## src/rtl/tx_frame_sched.sv

```systemverilog
// Round-robin scheduler feeding ALU results (two bytes, LSB first) and
// register reads (one byte) into a single UART transmitter.
module tx_frame_sched #(
    parameter int BUSY_WAIT = 4
) (
    input  logic        clk,
    input  logic        rst,
    input  logic [15:0] alu_out,
    input  logic        alu_valid,
    input  logic [7:0]  rd_data,
    input  logic        rd_valid,
    input  logic        tx_busy,
    output logic [7:0]  tx_p_data,
    output logic        tx_data_valid,
    output logic        alu_ack,
    output logic        rd_ack,
    output logic        sched_busy,
    output logic        tx_err
);

    typedef enum logic [1:0] {
        S_IDLE,
        S_LOAD,
        S_WAIT_START,
        S_WAIT_DONE
    } state_t;

    localparam logic [7:0] LP_LAST = 8'(BUSY_WAIT - 1);

    state_t      r_state, w_state_nxt;
    logic [15:0] r_hold, w_hold_nxt;
    logic        r_byte_sel, w_byte_sel_nxt;
    logic [7:0]  r_cnt, w_cnt_nxt;
    logic        r_last_alu, w_last_alu_nxt;
    logic        r_cur_alu, w_cur_alu_nxt;
    logic [7:0]  r_tx_data, w_tx_data_nxt;
    logic        r_txv, w_txv_nxt;
    logic        r_alu_ack, w_alu_ack_nxt;
    logic        r_rd_ack, w_rd_ack_nxt;
    logic        r_err, w_err_nxt;
    logic        w_pick_alu;

    // ALU wins when alone, or on a tie when RD was granted last
    always_comb w_pick_alu = alu_valid && (!rd_valid || !r_last_alu);

    always_comb begin
        w_state_nxt    = r_state;
        w_hold_nxt     = r_hold;
        w_byte_sel_nxt = r_byte_sel;
        w_cnt_nxt      = r_cnt;
        w_last_alu_nxt = r_last_alu;
        w_cur_alu_nxt  = r_cur_alu;
        w_tx_data_nxt  = r_tx_data;
        w_txv_nxt      = 1'b0;
        w_alu_ack_nxt  = 1'b0;
        w_rd_ack_nxt   = 1'b0;
        w_err_nxt      = 1'b0;
        unique case (r_state)
            S_IDLE: begin
                if ((alu_valid || rd_valid) && !tx_busy) begin
                    w_state_nxt    = S_LOAD;
                    w_byte_sel_nxt = 1'b0;
                    w_cur_alu_nxt  = w_pick_alu;
                    w_last_alu_nxt = w_pick_alu;
                    if (w_pick_alu) begin
                        w_hold_nxt    = alu_out;
                        w_alu_ack_nxt = 1'b1;
                    end else begin
                        w_hold_nxt   = {8'h00, rd_data};
                        w_rd_ack_nxt = 1'b1;
                    end
                end
            end
            S_LOAD: begin
                w_txv_nxt     = 1'b1;
                w_tx_data_nxt = r_byte_sel ? r_hold[15:8] : r_hold[7:0];
                w_cnt_nxt     = 8'd0;
                w_state_nxt   = S_WAIT_START;
            end
            S_WAIT_START: begin
                if (tx_busy) begin
                    w_state_nxt = S_WAIT_DONE;
                end else begin
                    w_cnt_nxt = r_cnt + 8'd1;
                    if (r_cnt == LP_LAST) begin
                        w_err_nxt   = 1'b1;
                        w_state_nxt = S_IDLE;
                    end
                end
            end
            S_WAIT_DONE: begin
                if (!tx_busy) begin
                    if (r_cur_alu && !r_byte_sel) begin
                        w_byte_sel_nxt = 1'b1;
                        w_state_nxt    = S_LOAD;
                    end else begin
                        w_state_nxt = S_IDLE;
                    end
                end
            end
            default: w_state_nxt = S_IDLE;
        endcase
    end

    always_ff @(posedge clk or negedge rst) begin
        if (!rst) begin
            r_state    <= S_IDLE;
            r_hold     <= 16'h0000;
            r_byte_sel <= 1'b0;
            r_cnt      <= 8'd0;
            r_last_alu <= 1'b0;
            r_cur_alu  <= 1'b0;
            r_tx_data  <= 8'h00;
            r_txv      <= 1'b0;
            r_alu_ack  <= 1'b0;
            r_rd_ack   <= 1'b0;
            r_err      <= 1'b0;
        end else begin
            r_state    <= w_state_nxt;
            r_hold     <= w_hold_nxt;
            r_byte_sel <= w_byte_sel_nxt;
            r_cnt      <= w_cnt_nxt;
            r_last_alu <= w_last_alu_nxt;
            r_cur_alu  <= w_cur_alu_nxt;
            r_tx_data  <= w_tx_data_nxt;
            r_txv      <= w_txv_nxt;
            r_alu_ack  <= w_alu_ack_nxt;
            r_rd_ack   <= w_rd_ack_nxt;
            r_err      <= w_err_nxt;
        end
    end

    assign tx_p_data     = r_tx_data;
    assign tx_data_valid = r_txv;
    assign alu_ack       = r_alu_ack;
    assign rd_ack        = r_rd_ack;
    assign tx_err        = r_err;
    assign sched_busy    = (r_state != S_IDLE);

endmodule

```

## config.mk

```make
export PLATFORM = sky130hd
export DESIGN_NAME = tx_frame_sched
export DESIGN_NICKNAME = d
export VERILOG_FILES = /design/src/rtl/tx_frame_sched.sv
export SDC_FILE = /design/constraint.sdc
export NUM_CORES = 1
export LEC_CHECK = 0
export ABC_AREA = 0
export CAP_MARGIN = 30
export CORE_MARGIN = 2
export CORE_UTILIZATION = 35
export DETAILED_ROUTE_END_ITERATION = 6
export PLACE_DENSITY = 0.59
export SYNTH_ARGS = -nofsm -noshare
export SYNTH_HDL_FRONTEND = slang
export SYNTH_SLANG_ARGS = --single-unit
```

## constraint.sdc

```tcl
create_clock -name clk -period 2.35 [get_ports clk]
set_input_delay 0.47 -clock clk [delete_from_list [all_inputs] [get_ports clk]]
set_output_delay 0.47 -clock clk [all_outputs]
set_load 0.05 [all_outputs]
```

After elaboration in Yosys (flattened, before gate mapping)
Cells that the tools add are included.
{"block": "totals", "ff_bits": 40, "inputBits": 29, "output_inout_bits": 13, "elab_cells": 61}
{"block": "classes", "add_sub_neg": 1, "eq_ne": 9, "n_mux": 24, "n_reduce_logical": 17}
{"cell": "$mux 16", "count": 1}
{"cell": "$mux 8", "count": 2}
{"cell": "$pmux 8 s2", "count": 1}
{"cell": "$mux 1", "count": 14}
{"cell": "$add 8x1->8 const B", "count": 1}
{"cell": "$eq 8x2->1 const B", "count": 1}
{"cell": "$mux 2", "count": 4}
{"cell": "$ne 2x2->1 const B", "count": 4}
{"cell": "$pmux 2 s4", "count": 1}
{"cell": "$reduce_bool 2->1", "count": 3}
{"cell": "$eq 2x2->1 const B", "count": 2}
{"cell": "$logic_not 1->1", "count": 4}
{"cell": "$reduce_and 2->1", "count": 2}
{"cell": "$reduce_and 4->1", "count": 1}
{"cell": "$logic_and 1x1->1", "count": 3}
{"cell": "$ne 3x3->1 const B", "count": 1}
{"cell": "$reduce_and 3->1", "count": 1}
{"cell": "$eq 2x1->1 const B", "count": 1}
{"cell": "$logic_not 2->1", "count": 1}
{"cell": "$logic_or 1x1->1", "count": 2}
{"cell": "$pmux 1 s2", "count": 1}

Depth between registers and ports, before layout
Gate-level depths: netlist (run 1).
{"block": "depth", "word_depth": 6, "ltp_mapped": 5, "ltp_nobuf": 4}

Worst setup path before layout (run 1)
No wires, ideal clock.
{"block": "synth_timing", "path_type": "register to register", "startpoint": "register r_state[0]", "endpoint": "register r_cur_alu", "setup_time_ns": 0.125, "t_arrival_ns": 1.559, "required_ns": 2.225, "slack_ns": 0.667, "stages_incl_launch_ff": 5, "path_buffers": 1, "period_less_slack_ns": 1.683, "cell_sequence": "dfrtp_1 > or2_2 > nor3_2 > buf_4 > mux2_2"}
{"block": "synth_via", "elab_chain_len": 2}
{"element": "start, declared", "line": "30", "rtl": "state_t r_state, w_state_nxt;"}
{"element": "start signal, assigned", "line": "119", "rtl": "r_state <= w_state_nxt;"}
{"element": "$logic_not 2->1", "line": "58", "rtl": "unique case (r_state)"}
{"element": "$reduce_and 2->1 (no source line)"}
{"element": "end signal, assigned", "line": "124", "rtl": "r_cur_alu <= w_cur_alu_nxt;"}
{"element": "end, declared", "line": "35", "rtl": "logic r_cur_alu, w_cur_alu_nxt;"}
Every way passes these cells.
A chain may end at the register's enable or synchronous reset.

Worst setup path after layout (run 1)
{"block": "layout_timing", "startpoint": "register r_state[0]", "endpoint": "output sched_busy"}
{"block": "layout_via", "elab_chain_len": 1}
{"element": "$reduce_bool 2->1", "line": "138", "rtl": "assign sched_busy = (r_state != S_IDLE);"}
{"element": "end, declared", "line": "17", "rtl": "output logic sched_busy,"}
Every way passes these cells.

==> impl_metrics.ini, run 1 <==
[outcome]
outcome = finished, final reports clean

[logic_synthesis]
netlist_instances = 169
synthTopCellsByCount = 40 x dfrtp_1, 23 x nand2_1, 20 x mux2i_1, 17 x mux2_2, 13 x o21ai_0
synth_cell_types = 29
ys_seq_elements = 40
synth_enable_flop_cells = 0
syn_area_per_cell_um2 = 11.22
synthDominantAreaCellType = dfrtp_1
yosys-top-cells-area = dfrtp_1 53%, mux2i_1 11%, mux2_2 10%
yosysWarnings = 0
synth_largest_type_area_fraction_pct = 52.77
synth_most_common_cell = dfrtp_1
synthesized_nets = 199
netlist_area_mm2 = 0.001897
main_flop_type_after_synthesis = dfrtp_1
synth_async_sr_flop_share_pct = 100.0
synth-seq-area-share_pct = 52.77

[clock_network]
post_cts.repair.setup_buffers = 0
clkSinkCount = 40
cts_tree = built
total_clock_buffers_created_by_cts = 5
clock_tree.buffer_depth = 2
ctsHoldBuffers = 0
insertion_delay_ns = 0.30
clk_pin_slew_ns = 0.08
cts_max_level = 2
post_cts.resized_instances = 0
root_buffer = clkbuf_8

[critical_path]
slowest_delay_ns = 0.72
path_class = reg2out
cpLargestDelayFamily = buffers and inverters
critical_path_peak_fanout = 6
cell_at_the_slowest_stage_of_the_critical_path = clkdlybuf4s50_1
cp-start-kind = flip-flop
crit_path_end_kind = output port
r2r_cells = 4
cp_data_arrival_time_ns = 1.80
instance_count_on_the_critical_path = 2
timing.critical_path.buf_inv = 1
crit_chain = or2_2 -> clkdlybuf4s50_1
crit_required_ns = 1.88

[final_layout]
number_of_antenna_repair_diodes = 0
drive_gt1_share_pct = 18.98
finalNonFillerCells = 286
areaGrowthSynthToFinish_pct = 32.39
final_net_count = 245

[place]
port_buffers = 41
place_congestion = 0.7177
place_hpwl_mm = 2.858
numPlacedInstances = 278

[grt]
grt_remaining_overflow = 0
grt_pass1_vias = 1420
globalRouteTotalUtil_pct = 14.47
grt_start_max_net_pins = 29
grt_pass1_wl_mm = 6.762
grt_antenna_before_repair = 0

[detailed_routing]
totalWireLength_mm = 3.913
routed_wire_length_per_instance_um = 13.68
routed-wl-met3_um = 192
drt_pre_antenna_iters = 4
met2RoutedLength_mm = 2.013
dr_vias = 1372
dr.first_iter.drc_count = 72
viasPerCell = 4.797
met1Wirelength_mm = 1.656
post-route-drc-count = 0
top_signal_layer_used = met4
count_of_antenna_violating_nets_left_after_detailed_routing = 0

[sta]
worst_clock_skew_ns = 0.008196
worst_pin_slew_ns = 0.6458
slew-limit-headroom_pct = 56.94
timing.final.hold_violations = 0
finalWorstPathRequiredPeriod_ns = 2.273
setup_repair_after_global_routing_missed_its_margin = no
setup_viol_count_final = 0
final.period_utilization_pct = 96.72
finalSetupTns_ns = 0
fmaxAchievable_ghz = 0.4400
final_max_slew_viols = 0

[floorplanning]
io_pins = 42
die_area_mm2 = 0.006024
design.core.area_mm2 = 0.005172
die_width_um = 77.62
height_of_the_die_um = 77.62
floorplan.initialDensity_pct = 36.67
std_cell_rows = 26

[power]
power.static_leakage_nw = 1.057
p_per_area_mw_per_mm2 = 1076
vdd_drop_max_mv = 0.4712

[worst_hold_path]
worstHoldPathType = in2async

[flow_run]
timing.max_cap.violations = 0
[worst reg2reg max path, delay by kind of cell (launching register included)]
family	cells	cell delay [ns]
simple gates	2	0.57
flops	1	0.44
mux	1	0.36
buf+inv	1	0.20
[sequential cells by signal, summed over array words and instances, names as in the netlist]
register,cells
r_hold,16
r_cnt,8
tx_p_data,8
r_state,2
alu_ack,1
r_byte_sel,1
r_cur_alu,1
rd_ack,1
tx_data_valid,1
tx_err,1
[cell type report]
| class | count | area [um^2] |
|---|---|---|
| clock buffers | 6 | 82.58 |
| clock inverters | 2 | 15.01 |
| fillers | 486 | 2661 |
| inverters | 12 | 45.04 |
| multi-input cells | 108 | 809.5 |
| flip-flops and latches | 40 | 1001 |
| well taps | 70 | 87.58 |
| repair buffers | 48 | 470.5 |
[layer usage]
metal / up-vias / global-route usage [%]
met3: 6 / 4.884
met5: - / 0
met1: 665 / 17.18
li1: 670 / -
met4: 0 / 4.821
met2: 31 / 24.48
[layout by cell type (no fill, tap or decap), drive strengths merged]
master	n
inv	12
clkdlybuf4s50	40
mux2	17
nand4	1
a21boi	2
nor4	2
ha	1
a211oi	2
a21oi	3
a31o	1
nor3	1
a21o	1
dfrtp	40
and2	1
or2	1
mux2i	20
nand2	23
nand2b	3
or3	3
clkinvlp	2
buf	8
nor2	3
o21ai	13
o21bai	1
a2111oi	1
nand3	6
nor2b	1
or3b	1
clkbuf	6
[report_power, final]
part	internal, mW	switching (mW)	total [mW]
registers	0.935	0.203	1.14
clock network	0.238	0.247	0.485
logic	0.477	0.601	1.08
total	1.65	1.05	2.70
[cell families after synthesis]
| kind of cell | Yosys count | synth area share, % |
|---|---|---|
| AND/OR/NAND/NOR | 46 | 11.81 |
| buffers and inverters | 21 | 5.079 |
| flip-flops | 40 | 52.77 |
| AO/OA/AOI/OAI | 24 | 9.037 |
| adder cells (fa/ha/maj) | 1 | 0.6595 |
| multiplexers | 37 | 20.65 |
[path summary, 6_finish.rpt]
path / from / end / slack (ns)
worst max-delay path: r_state[0] / sched_busy / 0.08
worst min-delay path: rst / tx_data_valid / 0.19
worst max register to register: r_state[0] / r_hold[7] / 0.67
worst min register to register: tx_p_data[3] / tx_p_data[3] / 0.48
max in group asynchronous: rst / r_hold[6] / 1.58
min in group clk: tx_p_data[3] / tx_p_data[3] / 0.48
[per-stage QoR]
stage                     instance area (um^2)  power (mW)  hold WS [ns]  worst slack, ns  utilization [%]
after floorplan                           1897       1.872        0.1744           0.6666                -
after global placement                    2414       2.204        0.4675           0.2906            46.66
after detailed placement                  2414       2.250        0.4693           0.2550            46.66
after CTS                                 2511       2.743        0.2200          0.06413            48.55
after global routing                      2511       2.877        0.2437          0.03766            48.55
final                                     2511       2.701        0.1931          0.07713            48.55
Power figures use the tool's default switching activity.
==> inputs of run 2 (changes only) <==
--- a/config.mk
+++ b/config.mk
@@ -11,6 +11,7 @@
 export CORE_UTILIZATION = 35
 export DETAILED_ROUTE_END_ITERATION = 6
 export PLACE_DENSITY = 0.59
+export SLEW_MARGIN = 20
 export SYNTH_ARGS = -nofsm -noshare
 export SYNTH_HDL_FRONTEND = slang
 export SYNTH_SLANG_ARGS = --single-unit
==> results of run 2 <==
The final DEF is identical to that of run 1; final timing and power are the same.
==> inputs of run 3 (changes only) <==
--- a/config.mk
+++ b/config.mk
@@ -7,10 +7,11 @@
 export LEC_CHECK = 0
 export ABC_AREA = 0
 export CAP_MARGIN = 30
+export CORE_ASPECT_RATIO = 0.9
 export CORE_MARGIN = 2
-export CORE_UTILIZATION = 35
+export CORE_UTILIZATION = 28
 export DETAILED_ROUTE_END_ITERATION = 6
-export PLACE_DENSITY = 0.59
+export PLACE_DENSITY = 0.49
 export SLEW_MARGIN = 20
 export SYNTH_ARGS = -nofsm -noshare
 export SYNTH_HDL_FRONTEND = slang
==> run 3 against run 2 <==
- first-iteration DRC count is 9.7% higher
- critical endpoint unchanged
- register-to-register slack worse by 0.05 ns
- clock power is 35% higher
- final area is 2.4% higher
- setup slack worse by 0.016 ns
- sequential share of layout area is 0.95 points lower
- die area is 24% higher
- clock skew hardly changed
==> impl_metrics.ini, run 3 (synthesis gave the netlist of run 1 again) <==
[flow_run]
timing.max_cap.violations = 0

[place]
port_buffers = 41
place_congestion = 0.7319
place_hpwl_mm = 2.708

[power]
vdd_drop_max_mv = 0.3165
power.share.clock_pct = 22.9
sequentialPowerShare_pct = 39.8
sw_frac_of_total_pct = 35.77
p_per_area_mw_per_mm2 = 1110
pint_mw = 1.834
power.static_leakage_nw = 1.078
p_comb_share_pct = 37.3
power.net_switching_mw = 1.022
design_power_total_mw = 2.856

[sta]
final_max_slew_viols = 0
slew-limit-headroom_pct = 59.71
worst_pin_slew_ns = 0.6044
fmaxAchievable_ghz = 0.4368
setup_viol_count_final = 0
finalSetupTns_ns = 0
finalWorstPathRequiredPeriod_ns = 2.289
timing.final.hold_violations = 0
worst_clock_skew_ns = 0.008318
setup_repair_after_global_routing_missed_its_margin = no
final.period_utilization_pct = 97.41

[clock_network]
ctsHoldBuffers = 0
post_cts.repair.setup_buffers = 0
total_clock_buffers_created_by_cts = 5
cts_tree = built
root_buffer = clkbuf_8
insertion_delay_ns = 0.29
clock_tree.buffer_depth = 2
clkSinkCount = 40
clk_pin_slew_ns = 0.08
post_cts.resized_instances = 0
cts_max_level = 2

[final_layout]
seq_area_mm2 = 0.001001
final_net_count = 244
final_cell_mix = 40 x dfrtp_1, 40 x clkdlybuf4s50_1, 23 x nand2_1, 20 x mux2i_1, 17 x mux2_2
number_of_antenna_repair_diodes = 0
fillCellCount = 637
multi_input_comb_area_um2 = 809.5
areaGrowthSynthToFinish_pct = 35.62
largest_register_ff_count = 16
drive_gt1_share_pct = 18.22
regMostFlops = r_hold

[floorplanning]
design.core.area_mm2 = 0.006551
floorplan.initialDensity_pct = 28.95
die_width_um = 90.76
io_pins = 42
die_area_mm2 = 0.007450
std_cell_rows = 28
height_of_the_die_um = 82.08

[critical_path]
r2r_cells = 4
crit_start = r_state[0]
reg2reg_slack_ns = 0.62
path_class = reg2out
critical_path_peak_fanout = 6
cp-start-kind = flip-flop
crit-reg2reg-launch = r_state[0]
crit_path_end_kind = output port
crit_end = sched_busy
cp_data_arrival_time_ns = 1.82
worst_r2r_endpoint = r_hold[3]
crit_required_ns = 1.88

[worst_hold_path]
worstHoldPathType = in2async

[detailed_routing]
drt_pre_antenna_iters = 4
dr_vias = 1333
viasPerCell = 4.385
dr.first_iter.drc_count = 79
totalWireLength_mm = 3.781
routed_wire_length_per_instance_um = 12.44
post-route-drc-count = 0
count_of_antenna_violating_nets_left_after_detailed_routing = 0

[grt]
grt_pass1_wl_mm = 6.382
grt_pass1_vias = 1303
globalRouteTotalUtil_pct = 11.11
grt_remaining_overflow = 0
grt_start_max_net_pins = 27
grt_antenna_before_repair = 0

[outcome]
outcome = finished, final reports clean
[run 3: cell type report]
type	instances	area share [%]
inverter	12	1.751
tap	90	4.377
clock inverter	2	2.335
multi-input combinational	108	31.47
sequential	40	38.91
clock buffer	5	2.675
timing repair buffer	47	18.48
[run 3: power by group through the flow]
stage / clock [mW] / sequential (mW) / combinational [mW]
2_1_floorplan: 0 / 1.30 / 0.575
3_3_place_gp: 0 / 1.15 / 1.07
3_5_place_dp: 0 / 1.16 / 1.08
4_1_cts: 0.675 / 1.14 / 1.09
5_1_grt: 0.711 / 1.18 / 1.17
6_report: 0.653 / 1.14 / 1.07
[run 3: critical path: stages, from the launching register on]
cell	delay (ns)
dfrtp_1	0.45
or2_2	0.36
clkdlybuf4s50_1	0.72
[run 3: how the worst min path moves through the flow]
| stage | slack [ns] | depth (start not counted) | endpoint | start |
|---|---|---|---|---|
| 6_report | 0.18 | 1 | r_cnt[7] | rst |
| 5_1_grt | 0.22 | 1 | tx_p_data[2] | rst |
| 4_1_cts | 0.20 | 1 | r_cnt[7] | rst |
| 3_5_place_dp | 0.47 | 2 | tx_p_data[2] | tx_p_data[2] |
| 3_3_place_gp | 0.47 | 2 | tx_p_data[4] | tx_p_data[4] |
| 2_1_floorplan | 0.17 | 0 | alu_ack | rst |
[run 3: per-layer routing]
layer  vias up  share of wire [%]  track usage, %
met2        27                 46           17.84
met4         0                2.0           5.077
met1       629                 48           14.14
met3         6                3.9           3.028
li1        671                  -               -
met5         -                  0               0
[run 3: metrics by stage]
step | cell area (um^2) | std cells | utilization (%) | hold slack [ns] | setup slack, ns
floorplan | 1897 | 169 | - | 0.1744 | 0.6666
global placement | 2444 | 297 | 37.30 | 0.4680 | 0.2992
detailed placement | 2444 | 297 | 37.30 | 0.4749 | 0.2802
CTS | 2572 | 304 | 39.27 | 0.2006 | 0.04484
global route | 2572 | 304 | 39.27 | 0.2158 | 0.01060
finish | 2572 | 304 | 39.27 | 0.1848 | 0.06086
==> variant 1, RTL diff (config.mk and constraints of run 3) <==
Encoding of `state_t`: now one-hot (4 bits for 4 states).
--- a/src/rtl/tx_frame_sched.sv
+++ b/src/rtl/tx_frame_sched.sv
@@ -19,9 +19,9 @@
 );
 
-    typedef enum logic [1:0] {
-        S_IDLE,
-        S_LOAD,
-        S_WAIT_START,
-        S_WAIT_DONE
+    typedef enum logic [3:0] {
+        S_IDLE       = 4'b0001,
+        S_LOAD       = 4'b0010,
+        S_WAIT_START = 4'b0100,
+        S_WAIT_DONE  = 4'b1000
     } state_t;
 
Check against the original RTL: no difference found for any inputs over 10 cycles, from zero or initial values and one cycle with rst low; not proved beyond that.
==> variant 1 against run 3 <==
Count of clock-buffer cells in the layout increased by 1. Sequential cell count increased by 2. Setup slack improved by 0.24 ns. Total power decreased by 7.2%. Area after synthesis increased by 4.0%. Routed wire length increased by 12%. Critical path type unchanged. Final area decreased by 0.44%. Largest power group unchanged. Critical endpoint unchanged.
==> variant 1: results (changes against run 3) <==
================================================================
Cell at the slowest stage of the critical path      sky130_fd_sc_hd__dfstp_2   was sky130_fd_sc_hd__clkdlybuf4s50_1
Slowest cell delay on critical path                      0.58 ns   was 0.72 ns
Async set-reset flop share out of synthesis                 100%   unchanged
Peak fanout along the critical path                            7   was 6
Run status                                             completed   unchanged
Iteration-0 DRC Markers                                       35   was 79
Leakage                                                  1.14 nW   was 1.08 nW
DR vias/cell                                                4.46   was 4.38
Largest net degree at the start of global routing             43   was 27
Slew at the pin closest to its max-slew limit           0.555 ns   was 0.604 ns
Number of nets at the end of the flow                        265   was 244
Wire length of the first global-routing pass             7210 µm   was 6380 µm
Leading cell types by total area after synthesis    sky130_fd_sc_hd__dfrtp_1, sky130_fd_sc_hd__mux2i_1, sky130_fd_sc_hd__nand2_1   was sky130_fd_sc_hd__dfrtp_1, sky130_fd_sc_hd__mux2i_1, sky130_fd_sc_hd__mux2_2
Gate count after technology mapping                          190   was 169
Int Power                                                1.61 mW   was 1.83 mW
Vias in the first global route                              1440   was 1303
Layout cells sized above 1                                 12.0%   was 18.2%
Total routing usage reported by global routing             11.9%   was 11.1%
Sequential area share after synthesis                      53.4%   was 52.8%
Cell Count Post-Placement                                    321   was 297
Final wirelength                                         4250 µm   was 3780 µm
Worst clock skew                                      0.00259 ns   was 0.00832 ns
Cell family with most CP delay                        flip-flops   was buffers and inverters
Post-Place Worst Slack                                  0.385 ns   was 0.280 ns
Worst-case vdd ir drop                                0.000373 V   was 0.000317 V
Gp weighted congestion                                     0.755   was 0.732
Filler cell count in the final layout                        712   was 637
Most frequent cells after synthesis                 sky130_fd_sc_hd__dfrtp_1, sky130_fd_sc_hd__nand2_1, sky130_fd_sc_hd__mux2i_1, sky130_fd_sc_hd__nand3_1, sky130_fd_sc_hd__o21ai_0   was sky130_fd_sc_hd__dfrtp_1, sky130_fd_sc_hd__nand2_1, sky130_fd_sc_hd__mux2i_1, sky130_fd_sc_hd__mux2_2, sky130_fd_sc_hd__o21ai_0
Endpoint arrival time on the critical path               1.58 ns   was 1.82 ns
Number of distinct library cells after synthesis              41   was 29
Post-layout instance count excluding filler cells            327   was 304
Dpl hpwl                                                 3060 µm   was 2710 µm
================================================================
-- variant 1: path summary, 6_finish.rpt --
kind,start,endpoint,slack (ns),cells past startpoint
worst min-delay path,rst,tx_p_data[7],0.25,2
worst min register to register,r_hold[11],r_hold[11],0.47,2
worst max-delay path,r_state[0],sched_busy,0.30,2
min in group clk,r_hold[11],r_hold[11],0.47,2
max in group asynchronous,rst,r_state[0],1.72,2
worst max register to register,r_state[3],r_state[0],0.44,4
-- variant 1: worst register-to-register path, stage by stage, from the launching register on --
cell,delay [ns]
sky130_fd_sc_hd__dfrtp_1,0.45
sky130_fd_sc_hd__or4b_1,0.73
sky130_fd_sc_hd__nand2b_4,0.23
sky130_fd_sc_hd__o21a_1,0.21
sky130_fd_sc_hd__o2111a_1,0.23
-- variant 1: power groups by stage --
stage	Combinational, mW	Clock [mW]	Sequential, mW
detailed placement	1.07	0	1.15
floorplan	0.538	0	1.33
finish	1.06	0.454	1.14
global placement	1.06	0	1.15
global route	1.17	0.515	1.18
CTS	1.08	0.477	1.14
-- variant 1: cells by family (layout without fill, tap and decap cells) --
group	after synthesis	in the layout	share of synthesized area [%]
AND/OR/NAND/NOR	78	78	20.7
flip-flops	42	42	53.4
AO/OA/AOI/OAI	31	31	9.39
multiplexers	18	18	9.20
buffers and inverters	15	59	4.44
XOR/XNOR	5	5	2.22
adder cells (fa/ha/maj)	1	1	0.634
-- variant 1: layer usage --
layer	global-route usage (%)	vias up	wire [µm]
li1	-	738	-
met1	17.6	681	2210
met2	17.2	33	1800
met3	2.98	5	168
met4	3.66	0	62
met5	0	-	0
-- variant 1: cell type report --
| type | count | area share [%] |
|---|---|---|
| sequential | 42 | 41.1 |
| multi-input combinational | 133 | 32.6 |
| timing repair buffer | 48 | 17.8 |
| tap | 93 | 4.54 |
| clock buffer | 6 | 3.22 |
| inverter | 5 | 0.733 |
-- variant 1: metrics by stage --
stage | instance area, µm² | hold WS, ns
final | 2560 | 0.252
after CTS | 2560 | 0.271
after floorplan | 1970 | 0.174
after global routing | 2560 | 0.280
after detailed placement | 2480 | 0.456
after global placement | 2480 | 0.452
==> variant 2, RTL diff (flow settings as in run 3) <==
Made on the original files. Reset style: synchronous (`rst`), changed in one clocked block.
--- a/src/rtl/tx_frame_sched.sv
+++ b/src/rtl/tx_frame_sched.sv
@@ -103,5 +103,5 @@
     end
 
-    always_ff @(posedge clk or negedge rst) begin
+    always_ff @(posedge clk) begin
         if (!rst) begin
             r_state    <= S_IDLE;
Behaviour: differs if rst is asserted again (counterexample within 4 cycles, from zero or initial values and one cycle with rst low); with rst held inactive, the same outputs for 10 cycles.
==> variant 2 against run 3 <==
Clock skew is 0.0039 ns lower. Final cell count is 0.33% higher. Routed wire length grew 3.3%. Hold slack improved by 0.27 ns. Final area fell by 9.5%. Sequential cell count unchanged. Area after synthesis shrank 9.4%. Setup slack gained 0.37 ns. Total power shrank 19%. Combinational power down 21%. Global-route usage is 1.0 points higher. Utilization shrank 0.56 points. Die area shrank 8.9%. Sequential share of layout area fell by 4.5 points. Largest cell class is now multi-input gates. Highest routed layer unchanged.
==> variant 2: results (changes against run 3) <==
================================================================
Filler cell count in the final layout                        627   was 637
Class of the worst hold path                        flop to flop   was primary input to asynchronous set/reset pin
Number of nets at the end of the flow                        262   was 244
Sequential area share after synthesis                      46.6%   was 52.8%
Dpl hpwl                                                 2750 µm   was 2710 µm
Async set-reset flop share out of synthesis                   0%   was 100%
Number of distinct library cells after synthesis              35   was 29
Endpoint arrival time on the critical path               1.45 ns   was 1.82 ns
Length of routed met2 wiring                             1720 µm   was 1750 µm
Wire length of the first global-routing pass             6550 µm   was 6380 µm
Post-Route M1 WL                                         2040 µm   was 1810 µm
Leakage                                                 0.824 nW   was 1.08 nW
Final hold violation count                                     0   unchanged
Run status                                             completed   unchanged
Post-synthesis net count                                     222   was 199
Most frequent cells after synthesis                 sky130_fd_sc_hd__dfxtp_1, sky130_fd_sc_hd__nor2_1, sky130_fd_sc_hd__a211oi_1, sky130_fd_sc_hd__nand2_1, sky130_fd_sc_hd__mux2i_1   was sky130_fd_sc_hd__dfrtp_1, sky130_fd_sc_hd__nand2_1, sky130_fd_sc_hd__mux2i_1, sky130_fd_sc_hd__mux2_2, sky130_fd_sc_hd__o21ai_0
Peak fanout along the critical path                            2   was 6
Vias in the first global route                              1326   was 1303
Number of routed nets with antenna violations                  0   unchanged
Antenna violations before repair                               0   unchanged
Post-layout instance count excluding filler cells            305   was 304
Slew at the pin closest to its max-slew limit           0.553 ns   was 0.604 ns
TritonRoute pass-1 iters                                       4   unchanged
Worst clock skew                                      0.00440 ns   was 0.00832 ns
Cell family with most CP delay                      buffers and inverters   unchanged
Total number of vias                                        1454   was 1333
Inserted Clock Buffers                                         5   unchanged
Number of levels the H-tree was split into                     2   unchanged
Gate count after technology mapping                          192   was 169
Number of diodes added for antenna fixing                      0   unchanged
Total routing usage reported by global routing             12.2%   was 11.1%
Clock root buffer                                   sky130_fd_sc_hd__clkbuf_8   unchanged
Layout cells sized above 1                                 9.44%   was 18.2%
Slowest cell delay on critical path                      0.81 ns   was 0.72 ns
Cell at the slowest stage of the critical path      sky130_fd_sc_hd__clkdlybuf4s50_1   unchanged
Final wirelength                                         3910 µm   was 3780 µm
Worst-case vdd ir drop                                0.000270 V   was 0.000317 V
Met3 routed WL                                            111 µm   was 148 µm
Gp weighted congestion                                     0.796   was 0.732
Post-CTS Setup Bufs                                            0   unchanged
Iteration-0 DRC Markers                                       45   was 79
Cell Count Post-Placement                                    297   unchanged
Count of port buffers added during placement                  41   unchanged
Longest Clk Path Bufs                                          2   unchanged
Leading cell types by total area after synthesis    sky130_fd_sc_hd__dfxtp_1, sky130_fd_sc_hd__mux2i_1, sky130_fd_sc_hd__a211oi_1   was sky130_fd_sc_hd__dfrtp_1, sky130_fd_sc_hd__mux2i_1, sky130_fd_sc_hd__mux2_2
================================================================
==> variant 2: changes by cell type after synthesis, sizes merged, moves of 15 or more <==
cell / before / now
mux2: 17 / 2
nor2: 3 / 27
a211oi: 2 / 18
dfxtp: 0 / 40
dfrtp: 40 / 0
==> variant 2: logic make-up (layout without fill, tap and decap cells) <==
family | count (synthesis) | in the layout | synth area share (%)
fa+ha+maj | 1 | 1 | 0.728
buf+inv | 15 | 56 | 3.86
compound gates | 41 | 41 | 15.6
flops | 40 | 40 | 46.6
simple gates | 76 | 76 | 22.0
mux | 19 | 19 | 11.2
==> variant 2: area by class of cell <==
cell class | instances | area, µm² | share of cell area (%)
timing repair buffer | 46 | 458 | 19.7
multi-input combinational | 137 | 856 | 36.8
sequential | 40 | 801 | 34.4
clock buffer | 5 | 68.8 | 2.96
clock inverter | 3 | 46.3 | 1.99
inverter | 2 | 7.51 | 0.323
tap | 72 | 90.1 | 3.87
==> variant 2: power by group <==
group,switching (mW),internal (mW),total [mW]
logic,0.525,0.318,0.843
registers,0.0924,0.796,0.888
clock network,0.262,0.320,0.582
==> variant 2: worst paths after layout <==
kind	depth (start not counted)	startpoint	to	slack (ns)
max	1	tx_p_data[2]	tx_p_data[2]	0.43
min	2	r_hold[13]	r_hold[13]	0.46
max reg2reg	5	r_cnt[0]	r_state[0]	0.63
min reg2reg	2	r_hold[13]	r_hold[13]	0.46
==> variant 2: metal layers <==
layer,vias up,track usage (%)
met4,0,4.69
met5,-,0
li1,763,-
met2,23,17.6
met1,666,17.7
met3,2,2.31
==> variant 2: stage by stage <==
stage          instance area (µm²)  worst slack, ns
6_report                      2330            0.427
5_1_grt                       2330            0.384
4_1_cts                       2330            0.404
3_5_place_dp                  2210            0.214
3_3_place_gp                  2210            0.261
2_1_floorplan                 1720            0.653
